<file path="src/rtl/alu_operand_stage.sv">
// Operand-select stage between decode and the ALU.
// It forwards source registers from the EX and WB stages, decodes
// ALUOp, and keeps the result in a single ready/valid holding register.
module alu_operand_stage #(
    parameter int unsigned XLEN = 32,
    parameter int unsigned RA_W = 5
) (
    input  logic            clk,
    input  logic            rst_n,
    input  logic            in_valid,
    output logic            in_ready,
    input  logic [6:0]      opcode,
    input  logic [2:0]      funct3,
    input  logic            funct7b5,
    input  logic [RA_W-1:0] rs1_addr,
    input  logic [RA_W-1:0] rs2_addr,
    input  logic [RA_W-1:0] rd_addr,
    input  logic [XLEN-1:0] rs1_data,
    input  logic [XLEN-1:0] rs2_data,
    input  logic [XLEN-1:0] imm,
    input  logic            ex_fwd_en,
    input  logic            wb_fwd_en,
    input  logic [RA_W-1:0] ex_fwd_rd,
    input  logic [RA_W-1:0] wb_fwd_rd,
    input  logic [XLEN-1:0] ex_fwd_data,
    input  logic [XLEN-1:0] wb_fwd_data,
    input  logic            flush,
    output logic            out_valid,
    input  logic            out_ready,
    output logic [XLEN-1:0] A,
    output logic [XLEN-1:0] B,
    output logic [3:0]      ALUOp,
    output logic [RA_W-1:0] out_rd,
    output logic            out_wen,
    output logic            illegal
);

    localparam logic [6:0] OPC_R   = 7'b0110011;
    localparam logic [6:0] OPC_I   = 7'b0010011;
    localparam logic [3:0] ALU_ADD = 4'b0000;
    localparam logic [3:0] ALU_SUB = 4'b0001;
    localparam logic [3:0] ALU_AND = 4'b0010;
    localparam logic [3:0] ALU_OR  = 4'b0011;
    localparam logic [3:0] ALU_XOR = 4'b0100;
    localparam logic [3:0] ALU_SLT = 4'b0101;

    logic            valid_q, valid_d;
    logic [XLEN-1:0] a_q, a_d, b_q, b_d;
    logic [3:0]      op_q, op_d;
    logic [RA_W-1:0] rd_q;
    logic            wen_q, wen_d, ill_q, ill_d;
    logic [XLEN-1:0] rs1_fwd, rs2_fwd;
    logic            capture;

    // Resolve one source: x0 reads zero, the younger EX result beats WB
    function automatic logic [XLEN-1:0] fwd_operand(
        input logic [RA_W-1:0] addr,
        input logic [XLEN-1:0] rf_data
    );
        logic [XLEN-1:0] res;
        res = rf_data;
        if (addr == '0) begin
            res = '0;
        end else if (ex_fwd_en && (ex_fwd_rd == addr)) begin
            res = ex_fwd_data;
        end else if (wb_fwd_en && (wb_fwd_rd == addr)) begin
            res = wb_fwd_data;
        end
        return res;
    endfunction

    assign rs1_fwd  = fwd_operand(rs1_addr, rs1_data);
    assign rs2_fwd  = fwd_operand(rs2_addr, rs2_data);
    assign in_ready = !valid_q || out_ready;
    assign capture  = in_valid && in_ready;

    // Decode the incoming instruction into operands, ALUOp and flags
    always_comb begin
        a_d   = '0;
        b_d   = '0;
        op_d  = ALU_ADD;
        wen_d = 1'b0;
        ill_d = 1'b1;
        if ((opcode == OPC_R) || (opcode == OPC_I)) begin
            ill_d = 1'b0;
            unique case (funct3)
                3'b000:  op_d = (opcode == OPC_R && funct7b5) ? ALU_SUB : ALU_ADD;
                3'b111:  op_d = ALU_AND;
                3'b110:  op_d = ALU_OR;
                3'b100:  op_d = ALU_XOR;
                3'b010:  op_d = ALU_SLT;
                default: ill_d = 1'b1;
            endcase
        end
        if (!ill_d) begin
            a_d   = rs1_fwd;
            b_d   = (opcode == OPC_R) ? rs2_fwd : imm;
            wen_d = (rd_addr != '0);
        end else begin
            op_d = ALU_ADD;
        end
    end

    // Holding-register occupancy: flush wins, then capture, then drain
    always_comb begin
        valid_d = valid_q;
        if (flush) begin
            valid_d = 1'b0;
        end else if (capture) begin
            valid_d = 1'b1;
        end else if (out_ready) begin
            valid_d = 1'b0;
        end
    end

    // Valid flag register
    always_ff @(posedge clk or negedge rst_n) begin
        if (!rst_n) begin
            valid_q <= 1'b0;
        end else begin
            valid_q <= valid_d;
        end
    end

    // Payload register, loaded only on an accepted handshake
    always_ff @(posedge clk or negedge rst_n) begin
        if (!rst_n) begin
            a_q   <= '0;
            b_q   <= '0;
            op_q  <= ALU_ADD;
            rd_q  <= '0;
            wen_q <= 1'b0;
            ill_q <= 1'b0;
        end else if (capture) begin
            a_q   <= a_d;
            b_q   <= b_d;
            op_q  <= op_d;
            rd_q  <= rd_addr;
            wen_q <= wen_d;
            ill_q <= ill_d;
        end
    end

    assign out_valid = valid_q;
    assign A         = a_q;
    assign B         = b_q;
    assign ALUOp     = op_q;
    assign out_rd    = rd_q;
    assign out_wen   = wen_q;
    assign illegal   = ill_q;

endmodule

</file>
<file path="config.mk">
export PLATFORM = sky130hd
export DESIGN_NAME = alu_operand_stage
export DESIGN_NICKNAME = d
export VERILOG_FILES = /design/src/rtl/alu_operand_stage.sv
export SDC_FILE = /design/constraint.sdc
export NUM_CORES = 1
export LEC_CHECK = 0
export BUFFER_PORTS_ARGS = -buffer_cell sky130_fd_sc_hd__buf_4
export CORE_AREA = 3 3 109 111
export DETAILED_ROUTE_END_ITERATION = 7
export DIE_AREA = 0 0 112 114
export PLACE_DENSITY = 0.77
export SYNTH_ARGS = -nofsm -noshare
export SYNTH_HDL_FRONTEND = slang
export SYNTH_SLANG_ARGS = --single-unit
</file>
<file path="constraint.sdc">
create_clock -name clk -period 4.5 [get_ports clk]
set_input_delay 0.45 -clock clk [delete_from_list [all_inputs] [get_ports clk]]
set_output_delay 0.45 -clock clk [all_outputs]
set_load 0.03 [all_outputs]
</file>
==> results.md <==
- DPL Wire Length: approximately 15000 um
- Internal: around 0.0012 W
- Worst Max-Slew Pin Slew: between 1 and 1.5 ns
- IO buf count: 278
- CTS Buffer Depth: 2
- H-Tree Depth: 3
- Clk pwr share: a little under two fifths
- Max Fclk: around 400 MHz
- Grt total ovfl: 0
- Hold/Removal Path Class: primary input to asynchronous set/reset pin
- Vias in the first global route: about 5700
- Switching part of the total: a little over a quarter
- Via count: around 5500
- Layout cells sized above 1: approximately two fifths
- Delay-heaviest family, CP: simple AND/OR/NAND/NOR gates
- Initial antenna violation count: 0
- Die Span X: about 110 um
- Critical path's most frequent cell: o21ai_0
- Detailed Routing Iterations Pass 1: 5
- Sequential Power Share: roughly two fifths
- Total CTS buffers: 9
- Die H: about 110 um
- Net Switching: approximately 0.00044 W
- Clock Sinks: 75
- Num ports: 280
- Worst Setup Path Type: primary input to flop
- Final estimated routing congestion in global placement: roughly 1
- Mapped Area: 4570 um^2
- Final setup violation count: 0
- Antenna Nets Post-Route: 0
- Yosys reg bits: 75
- Tmin final: around 2.4 ns
- Ranking of synthesized cells by area: dfrtp_1 41%, a221oi_1 12%, o21ai_0 5.6%
- Max incr delay on CP: 0.91 ns
- Syn_nets: roughly 740
- Crit path capture type: flop
- Worst-path fanout max: 32
- Most instantiated cells after synthesis: 75 x dfrtp_1, 64 x a221oi_1, 54 x nand2_1, 51 x o21ai_0, 49 x clkbuf_1
- Post-route setup TNS: 0 ns
- RSZ-0062 raised after global routing: false
- Gate power share: roughly a fifth
- Yosys cell types: 32
- Number of synthesized flops with an enable pin: 0
- DRC Markers: 0
- Avg WL per Cell: 22.0 um
- Synth Flop Type: dfrtp_1
- Type of origin of the critical path: primary input
- Area leader, netlist: dfrtp_1
- First-pass GRT wire length: roughly 31000 um
- Worst clock skew: approximately 0.0063 ns
- Via-to-Cell Ratio: ~6
- Fin crit share: between 50% and 60%
- Nets@finish: just under 1000
- Clock-pin slew on the worst setup and hold paths: around 0.080 ns
- Ant diodes: 0
- Largest net degree at the start of global routing: 76
- Worst VDD drop: about 120 uV
- Max Slew Vio Count: 0
- Outcome: complete, no violations
- # rows: 38
- CTS Root Cell: clkbuf_8
- CP max-delay cell: nand3_1
- Hold-fix buffers, CTS: 0
- Synth warnings: 0
- Post-layout utilization of the core: roughly 64%
- Post-CTS setup buffers: 0
- CTS tree: built
- Top-area cell type share of the netlist area: slightly above 40%
- Core ar.: ~11000 um^2
- Post-Synthesis Cells: roughly 530
- Hold Vio Cnt, Final: 0
- Asr flop ratio synth: 100%
- Most frequent cell after synthesis: dfrtp_1
- Seq/Total Area, Yosys: 41.1%
- Starting DRT DRC Count: approximately 420
- Pleak: about 3.5 nW
- Die area: roughly 13000 um^2
- Initial Utilization: between 40% and 50%
- PwrDens: roughly 240 nW/um^2
- Worst skew pair latency: 0.35 ns
- WL final: slightly above 20000 um
- WP buf/inv: 1
- Worst EP arrival: 2.65 ns
- Worst path cell trace: buf_4, xor2_1, nor4_1, nand3_1, o21ai_0, o21ai_0
- Gr usage total: a little under a third
- WP data required: between 4 and 5 ns
- Mean Syn Cell Area: 8.57 um^2
- P&R area growth vs syn: 51.5%
- CTS resizes: 0
- Maxcap violations: 0
- Slew HR: between 10% and 20%
state kept, by name, summed over array words and instances (netlist names):
| register | flops |
|---|---|
| A | 32 |
| ALUOp | 3 |
| B | 32 |
| illegal | 1 |
| out_rd | 5 |
| out_valid | 1 |
| out_wen | 1 |
logic make-up (layout without fill, tap and decap cells):
| group | after synthesis | count (layout) | synth area share (%) |
|---|---|---|---|
| AO/OA/AOI/OAI | 201 | 201 | 29.4 |
| XOR/XNOR | 21 | 21 | 4.03 |
| buffers and inverters | 57 | 308 | 5.42 |
| flip-flops | 75 | 75 | 41.1 |
| other | 1 | 1 | 0.0821 |
| AND/OR/NAND/NOR | 178 | 178 | 20.0 |
per-layer routing:
layer / wire, um / global-route usage (%) / part of all wire [%]
met3: 2060 / 6.90 / 10
met4: 718 / 13.5 / 3.5
met2: 10300 / 53.8 / 51
met5: 0 / 0 / 0
met1: 7220 / 36.5 / 36
cell type report:
cell class,instances,area [um^2]
repair buffers,289,2170
fillers,903,3970
inverters,3,11.3
clock buffers,11,151
well taps,140,175
multi-input cells,401,2460
clock inverters,5,75.1
flip-flops and latches,75,1880
metrics by stage:
stage               hold WS (ns)  std cells  setup WS, ns  area (um^2)  power (W)
floorplan                  0.154        533          2.44         4570   0.000830
CTS                        0.248        924          2.07         6920    0.00164
finish                     0.251        924          2.07         6920    0.00164
detailed placement         0.468        908          1.69         6690    0.00104
global placement           0.459        908          1.81         6690    0.00104
global route               0.246        924          1.76         6920    0.00170
power groups by stage:
| stage | Combinational (W) | Sequential, W | Clock [W] |
|---|---|---|---|
| floorplan | 0.000111 | 0.000719 | 0 |
| global placement | 0.000337 | 0.000701 | 0 |
| detailed placement | 0.000344 | 0.000701 | 0 |
| CTS | 0.000345 | 0.000688 | 0.000607 |
| global route | 0.000372 | 0.000689 | 0.000637 |
| finish | 0.000346 | 0.000688 | 0.000606 |
placed cells by master, fill, tap and decap left out, drive strengths merged, types with 2 or more instances in the layout:
master    n
o21ai    66
nand2    55
nor4b     2
xor2      8
a21oi    33
clkbuf   11
xnor2    13
nor2     36
and2     33
or3       3
o31ai    33
clkinv    3
dfrtp    75
o41ai     2
bufinv    2
or4       3
inv       3
buf     289
and3     34
a221oi   64
nand3     6
nor4      2
worst paths after layout:
check	start	endpoint	slack, ns	cells after the start
max	rs1_addr[1]	A[10]	2.07	6
min	rst_n	B[2]	0.25	1
max reg2reg	out_valid	A[10]	2.15	5
min reg2reg	out_rd[2]	out_rd[2]	0.49	2
max in group asynchronous	rst_n	illegal	3.63	1
min in group clk	flush	out_valid	0.26	2
Power figures use the tool's default switching activity.
